<file path="config.mk">
export PLATFORM = sky130hd
export DESIGN_NAME = alu_rr_sched
export DESIGN_NICKNAME = d
export VERILOG_FILES = /design/src/rtl/alu_pkg.sv /design/src/rtl/alu_rr_sched_rr_arb2.sv /design/src/rtl/alu_rr_sched.sv
export SDC_FILE = /design/constraint.sdc
export NUM_CORES = 1
export LEC_CHECK = 0
export CAP_MARGIN = 5
export CORE_ASPECT_RATIO = 1.25
export CORE_MARGIN = 5
export CORE_UTILIZATION = 39
export DETAILED_ROUTE_END_ITERATION = 6
export PLACE_DENSITY = 0.77
export SLEW_MARGIN = 5
export SYNTH_ARGS = -nofsm -noshare
export SYNTH_HDL_FRONTEND = slang
export SYNTH_SLANG_ARGS = --single-unit
</file>
<file path="constraint.sdc">
create_clock -name i_clk -period 4.95 [get_ports i_clk]
set_input_delay 0.7425 -clock i_clk [delete_from_list [all_inputs] [get_ports i_clk]]
set_output_delay 0.7425 -clock i_clk [all_outputs]
set_load 0.005 [all_outputs]
</file>
<file path="src/rtl/alu_pkg.sv">
// rtl/alu_pkg.sv - ALU opcodes, operating modes and scheduler state encoding
package alu_pkg;

    localparam logic [3:0] ADD = 4'd0;
    localparam logic [3:0] SUB = 4'd1;
    localparam logic [3:0] SLL = 4'd2;
    localparam logic [3:0] SRL = 4'd3;
    localparam logic [3:0] SRA = 4'd4;
    localparam logic [3:0] SCL = 4'd5;
    localparam logic [3:0] SCR = 4'd6;
    localparam logic [3:0] MUL = 4'd7;
    localparam logic [3:0] DIV = 4'd8;

    localparam logic MODE_SIMPLE  = 1'b0;
    localparam logic MODE_COMPLEX = 1'b1;

    typedef enum logic [1:0] {
        IDLE = 2'd0,
        EXEC = 2'd1,
        RESP = 2'd2
    } sched_state_t;

    // Opcodes past DIV do not exist; shifts and rotates have no complex form
    function automatic logic is_illegal_cmd(input logic mode, input logic [3:0] op);
        return (op > DIV) || ((mode == MODE_COMPLEX) && (op >= SLL) && (op <= SCR));
    endfunction

endpackage

</file>
<file path="src/rtl/alu_rr_sched_rr_arb2.sv">
// rtl/alu_rr_sched_rr_arb2.sv - two-way round-robin grant, purely combinational
module rr_arb2 (
    input  logic i_valid0,
    input  logic i_valid1,
    input  logic i_last_grant,
    output logic o_grant_valid,
    output logic o_grant
);

    // Lone requester wins; on contention the requester not served last wins
    always_comb begin
        o_grant_valid = i_valid0 | i_valid1;
        o_grant       = 1'b0;
        if (i_valid0 && i_valid1) begin
            o_grant = ~i_last_grant;
        end else if (i_valid1) begin
            o_grant = 1'b1;
        end
    end

endmodule

</file>
<file path="src/rtl/alu_rr_sched.sv">
// rtl/alu_rr_sched.sv - round-robin front end sharing one ALU between two requesters (option: ALU_RR_SCHED_ILLEGAL_CHK_EN)
module alu_rr_sched
    import alu_pkg::*;
#(
    parameter int ALU_LAT = 1,
    parameter int DW      = 16
) (
    input  logic          i_clk,
    input  logic          i_rst,
    input  logic          i_req0_valid,
    input  logic          i_req1_valid,
    output logic          o_req0_ready,
    output logic          o_req1_ready,
    input  logic          i_req0_mode,
    input  logic          i_req1_mode,
    input  logic [3:0]    i_req0_op,
    input  logic [3:0]    i_req1_op,
    input  logic [4*DW-1:0] i_req0_data,
    input  logic [4*DW-1:0] i_req1_data,
    output logic          o_rsp0_valid,
    output logic          o_rsp1_valid,
    input  logic          i_rsp0_ready,
    input  logic          i_rsp1_ready,
    output logic [4*DW-1:0] o_rsp_data,
    output logic          o_rsp_err,
    output logic          o_alu_mode,
    output logic [3:0]    o_alu_op,
    output logic [DW-1:0] o_alu_a,
    output logic [DW-1:0] o_alu_b,
    output logic [DW-1:0] o_alu_c,
    output logic [DW-1:0] o_alu_d,
    input  logic [2*DW-1:0] i_alu_out1,
    input  logic [2*DW-1:0] i_alu_out2
);

    localparam int            CW       = (ALU_LAT > 1) ? $clog2(ALU_LAT) : 1;
    localparam logic [CW-1:0] CNT_INIT = CW'(ALU_LAT - 1);

    sched_state_t    r_state;
    sched_state_t    w_state_nxt;
    logic            r_last_grant;
    logic            r_owner;
    logic [CW-1:0]   r_cnt;
    logic            r_alu_mode;
    logic [3:0]      r_alu_op;
    logic [DW-1:0]   r_alu_a;
    logic [DW-1:0]   r_alu_b;
    logic [DW-1:0]   r_alu_c;
    logic [DW-1:0]   r_alu_d;
    logic [4*DW-1:0] r_rsp_data;
    logic            r_rsp_err;

    logic            w_grant_valid;
    logic            w_grant;
    logic            w_accept;
    logic            w_exec_done;
    logic            w_rsp_hs;
    logic            w_illegal;
    logic            w_sel_mode;
    logic [3:0]      w_sel_op;
    logic [4*DW-1:0] w_sel_data;

    rr_arb2 u_arb (
        .i_valid0      (i_req0_valid),
        .i_valid1      (i_req1_valid),
        .i_last_grant  (r_last_grant),
        .o_grant_valid (w_grant_valid),
        .o_grant       (w_grant)
    );

    // Ready is masked during reset so every output reads zero while i_rst is high
    assign w_accept     = (r_state == IDLE) && w_grant_valid && !i_rst;
    assign o_req0_ready = w_accept && !w_grant;
    assign o_req1_ready = w_accept && w_grant;

    assign w_sel_mode = w_grant ? i_req1_mode : i_req0_mode;
    assign w_sel_op   = w_grant ? i_req1_op   : i_req0_op;
    assign w_sel_data = w_grant ? i_req1_data : i_req0_data;

`ifdef ALU_RR_SCHED_ILLEGAL_CHK_EN
    assign w_illegal = is_illegal_cmd(w_sel_mode, w_sel_op);
`else
    assign w_illegal = 1'b0;
`endif

    assign w_exec_done = (r_state == EXEC) && (r_cnt == '0);
    assign w_rsp_hs    = (r_state == RESP) && (r_owner ? i_rsp1_ready : i_rsp0_ready);

    // State register
    always_ff @(posedge i_clk or posedge i_rst) begin
        if (i_rst) begin
            r_state <= IDLE;
        end else begin
            r_state <= w_state_nxt;
        end
    end

    // Next state: illegal commands skip EXEC and answer directly
    always_comb begin
        w_state_nxt = r_state;
        case (r_state)
            IDLE:    if (w_accept)    w_state_nxt = w_illegal ? RESP : EXEC;
            EXEC:    if (w_exec_done) w_state_nxt = RESP;
            RESP:    if (w_rsp_hs)    w_state_nxt = IDLE;
            default: w_state_nxt = IDLE;
        endcase
    end

    // Grant bookkeeping and ALU latency counter
    always_ff @(posedge i_clk or posedge i_rst) begin
        if (i_rst) begin
            r_last_grant <= 1'b1;
            r_owner      <= 1'b0;
            r_cnt        <= '0;
        end else if (w_accept) begin
            r_last_grant <= w_grant;
            r_owner      <= w_grant;
            r_cnt        <= CNT_INIT;
        end else if ((r_state == EXEC) && (r_cnt != '0)) begin
            r_cnt <= r_cnt - CW'(1);
        end
    end

    // ALU operand registers, held from accept until the next legal accept
    always_ff @(posedge i_clk or posedge i_rst) begin
        if (i_rst) begin
            r_alu_mode <= 1'b0;
            r_alu_op   <= 4'd0;
            r_alu_a    <= '0;
            r_alu_b    <= '0;
            r_alu_c    <= '0;
            r_alu_d    <= '0;
        end else if (w_accept && !w_illegal) begin
            r_alu_mode <= w_sel_mode;
            r_alu_op   <= w_sel_op;
            r_alu_a    <= w_sel_data[4*DW-1:3*DW];
            r_alu_b    <= w_sel_data[3*DW-1:2*DW];
            r_alu_c    <= w_sel_data[2*DW-1:DW];
            r_alu_d    <= w_sel_data[DW-1:0];
        end
    end

    // Response data and error flag; data survives the handshake untouched
    always_ff @(posedge i_clk or posedge i_rst) begin
        if (i_rst) begin
            r_rsp_data <= '0;
            r_rsp_err  <= 1'b0;
        end else if (w_accept && w_illegal) begin
            r_rsp_data <= '0;
            r_rsp_err  <= 1'b1;
        end else if (w_exec_done) begin
            r_rsp_data <= {i_alu_out1, i_alu_out2};
        end else if (w_rsp_hs) begin
            r_rsp_err  <= 1'b0;
        end
    end

    assign o_rsp0_valid = (r_state == RESP) && !r_owner;
    assign o_rsp1_valid = (r_state == RESP) && r_owner;
    assign o_rsp_data   = r_rsp_data;
    assign o_rsp_err    = r_rsp_err;
    assign o_alu_mode   = r_alu_mode;
    assign o_alu_op     = r_alu_op;
    assign o_alu_a      = r_alu_a;
    assign o_alu_b      = r_alu_b;
    assign o_alu_c      = r_alu_c;
    assign o_alu_d      = r_alu_d;

endmodule
</file>
-- Word level (Yosys, flattened, before mapping)
Cells that the tools add are included.
- flip-flop bits (word level): 138
- bits of input ports: 208
- output and inout bits: 138
- word-level logic and storage cells: 48
- reductions and logical operators: 16
- equality and inequality tests: 5
- bitwise gates (word level): 3
- add/sub/neg operators: 1
- mux-type cells: 12
- operators with widths (operator ; count):
    $mux W64 ; 1
    $logic_and A1 B1 Y1 ; 10
    $mux W1 ; 6
    $mux W2 ; 3
    $ne A2 B2 Y1 const B ; 3
    $pmux W2 S3 ; 1
    $mux W4 ; 1
    $logic_not A1 Y1 ; 3
    $reduce_and A3 Y1 ; 1
    $eq A2 B1 Y1 const B ; 1
    $eq A2 B2 Y1 const B ; 1
    $logic_not A2 Y1 ; 1
    $not A1 Y1 ; 2
    $reduce_bool A2 Y1 ; 1
    $or A1 B1 Y1 ; 1
    $sub A1 B1 Y1 const B ; 1

-- Depth between registers and ports, before layout
- depth after elaboration: 5
- gate-level depth with buffers: 6

-- Cells and area by module
Synthesis repeated with hierarchy kept, for this count alone.
- cell total of the unflattened synthesis: 384
- area, all modules: 6459.9 sq um
- modules (own cells, without submodules) (module ; instances ; area an instance (sq um) ; cells an instance ; sequential area each (sq um)):
    alu_rr_sched ; 1 ; 6446.2 ; 382 ; 3454.6
    rr_arb2 ; 1 ; 13.8 ; 2 ; 0.0

-- Worst setup path after synthesis
No wires, ideal clock.
- kind: input-to-output
- from: input i_rst
- to: output o_req0_ready
- setup slack: 2.648 ns
- data required time: 4.208 ns
- arrival time: 1.559 ns
- cell stages on the path: 4
- cell sequence: or3_1 -> buf_4 -> buf_6 -> nor3b_4
- longest elaborated chain between the ends: 3
- RTL lines (item ; line ; RTL):
    start, declared ; alu_rr_sched.sv:9 ; input logic i_rst,
    $logic_not A1 Y1 (no line) ; -- ;
    $logic_and A1 B1 Y1 ; alu_rr_sched.sv:72 ; assign w_accept = (r_state == IDLE) && w_grant_valid && !i_rst;
    $logic_and A1 B1 Y1 ; alu_rr_sched.sv:73 ; assign o_req0_ready = w_accept && !w_grant;
    end, declared ; alu_rr_sched.sv:12 ; output logic o_req0_ready,
Every way passes these cells.

-- Worst setup path in the final report
Same ends and word-level chain as after synthesis.

==> summary.txt <==
Clock tree
  – Setup Buffers After CTS: 0
  – CTS tree: done
  – CTS resizes: 0
  – CTS Buf Count: 17
  – Later-pin clock latency in the skew report: 0.41 ns
  – Num Clock Sinks: 138
  – Clock root buffer master: clkbuf_16
  – H-tree Lvls: 4
  – Cts hold-fix bufs: 0
  – Clock tree buffer depth: 2
  – Clock slew at reported path FFs: 0.06 ns

Floorplan
  – Die Footprint: 18600 sq um
  – Initial Util: 39.9%
  – Die Y: 151 microns
  – Number of I/O pins: 346
  – Core area: 15600 sq um
  – # rows: 51
  – Die width: 123 microns

Global routing
  – Tot GR Track Use: 22.4%
  – Met1 usage: 25.4%
  – GR Layer Usage met2: 39.2%
  – Met3 Track Usage GR: 6.39%
  – GR peak layer: met2
  – Initial antenna violation count: 0
  – First-pass GRT wire length: 32.1 mm
  – Largest net degree at the start of global routing: 118
  – Number of global-route vias before repair: 5857
  – Congestion Overflow GR: 0

Layout
  – Area delta synth->final: 66.1%
  – Share of layout cells above drive strength 1: 19.8%
  – Number of nets in the layout: 1010
  – Most frequent cells in the layout: clkdlybuf4s50_1, dfrtp_1, nor3_2, nand2_1, a221o_1
  – Most common cell after layout, fill and taps aside: clkdlybuf4s50_1
  – Footprint of the multi-input gates: 2510 sq um
  – Antenna Cells: 0
  – Fillcell total: 1160
  – Register area: 3450 sq um

Flow run
  – Max-Cap Viols: 0

Detailed routing
  – Vias per Instance: 5.22
  – Wire per inst: 21.1 microns
  – DR pass1 iterations: 4
  – Initial DRC count: 338
  – Drc violations: 0
  – Vias: 5365
  – Residual antenna-violating net count after detailed routing: 0
  – WL final: 21.7 mm

Min path
  – Hold path startpoint: o_rsp_data[27]
  – Path category of the worst min-delay check: register to register

Outcome
  – Run status: completed

Placement
  – GPL Wtd Cong: 0.785
  – Input/output buffers: 344
  – Pre-CTS setup slack: 1.77 ns
  – DP HPWL: 15.6 mm

STA
  – Achievable Freq: 312 MHz
  – TNS Setup: 0 ns
  – Final hold slack: 0.486 ns
  – Final max-slew violation count: 0
  – Worst slew pin tran: 1.18 ns
  – Slew HR: 21.1%
  – Final Hold Violating Endpoints: 0
  – Final WS setup: 1.74 ns
  – Period utilization: 64.8%
  – RSZ-0062 raised after global routing: false
  – Final setup fails: 0
  – Fin crit period: 3.21 ns
  – Worst Skew: 0.0126 ns

Logic synthesis
  – Area of the mapped netlist: 6240 sq um
  – Count of state elements after synthesis: 138
  – Unique masters post-synth: 24
  – Mapped Cells: 479
  – Sequential share of the synthesized area: 55.4%
  – Net Count, Synth: 687
  – Mapped Avg Cell Area: 13.0 sq um
  – Yosys warnings: 0

Critical path
  – Max FO, Critical Path: 3
  – CP arrival: 2.46 ns
  – WS Path Type: input pin to output pin
  – Worst setup SP type: input pin
  – CP startpoint: i_rst
  – Data required, critical path: 4.21 ns
  – FF-to-FF Start: r_state[1]
  – Worst Setup End Kind: output pin

Power and ir drop
  – Net Sw Frac: 30.1%
  – P_sw: 1.75 mW
  – VDD IR max: 0.293 mV
  – P per Cell Area: 562 nW/um^2
  – Power Internal: 4.07 mW
  – Sequential share of power: 34.3%
  – Comb pwr share: 42.7%
  – Clock power frac: 23.0%
  – Pleak: 4.16 nW
-- worst max-delay path, stage by stage --
cell and delay [ns]:
clkdlybuf4s50_1 0.53, or3_4 0.40, nor3b_4 0.22, clkdlybuf4s50_1 0.56
-- cell type report --
class	count	share of cell area, %
timing repair buffer	351	33.7
sequential	138	33.3
multi-input combinational	288	24.2
clock buffer	18	4.14
tap	212	2.56
clock inverter	14	1.79
inverter	6	0.266
-- synth_stat cells --
library cell | n | area share (%)
dfrtp_1 | 137 | 55
a221o_1 | 70 | 11
nand2_1 | 70 | 4.2
nor3_2 | 70 | 11
mux2_2 | 44 | 7.9
mux2_1 | 20 | 3.6
buf_2 | 18 | 1.4
clkbuf_1 | 14 | 0.84
buf_4 | 7 | 0.84
buf_6 | 7 | 1.3
inv_1 | 6 | 0.36
a21oi_1 | 2 | 0.16
and3_1 | 2 | 0.20
nor3b_1 | 2 | 0.24
clkbuf_2 | 1 | 0.080
conb_1 | 1 | 0.060
dfstp_2 | 1 | 0.42
nand2b_1 | 1 | 0.10
nor2_1 | 1 | 0.060
nor2b_1 | 1 | 0.10
nor3b_4 | 1 | 0.30
o21ai_0 | 1 | 0.080
o21ai_2 | 1 | 0.14
or3_1 | 1 | 0.10
-- worst paths after layout --
kind                                  endpoint  depth (start not counted)  slack [ns]
worst min register to register  o_rsp_data[27]                          1        0.49
worst max-delay path              o_req0_ready                          4        1.74
min in group asynchronous          o_alu_a[13]                          2        0.97
worst max register to register  o_rsp_data[33]                          4        2.55
max in group asynchronous       o_rsp_data[28]                          3        2.95
worst min-delay path            o_rsp_data[27]                          1        0.49
-- layer usage --
metal,share of wire (%),up-vias
met5,0,-
met4,3.5,0
met3,8.1,50
met2,52,259
met1,37,2646
li1,-,2410
-- registers in the layout, summed over array words and instances (netlist names) --
register and count:
o_alu_mode 1, o_alu_a 16, r_state 2, r_cnt 1, r_owner 1, o_alu_b 16
o_alu_op 4, o_rsp_data 64, r_last_grant 1, o_alu_d 16, o_alu_c 16
-- power by group through the flow --
stage,combinational [mW],sequential [mW],clock [mW]
finish,2.49,2.00,1.34
global route,2.64,2.07,1.41
CTS,2.53,2.00,1.37
detailed placement,2.52,2.01,0
global placement,2.46,1.98,0
floorplan,0.983,2.01,0
-- logic make-up after synthesis --
family | synth area share, %
and+or+nand+nor | 16.5
DFF | 55.4
AOI/OAI and AO/OA | 11.6
muxes | 11.6
buffers and inverters | 4.83
other | 0.0601
-- through the flow --
step,power [mW],utilization (%),std cells,instance area [sq um]
after floorplan,3.00,-,479,6240
final,5.83,66.3,1027,10400
after detailed placement,4.54,62.4,995,9750
after global routing,6.12,66.3,1027,10400
after CTS,5.90,66.3,1027,10400
after global placement,4.43,62.4,995,9750
No activity file was read; power rests on OpenSTA's default activity.
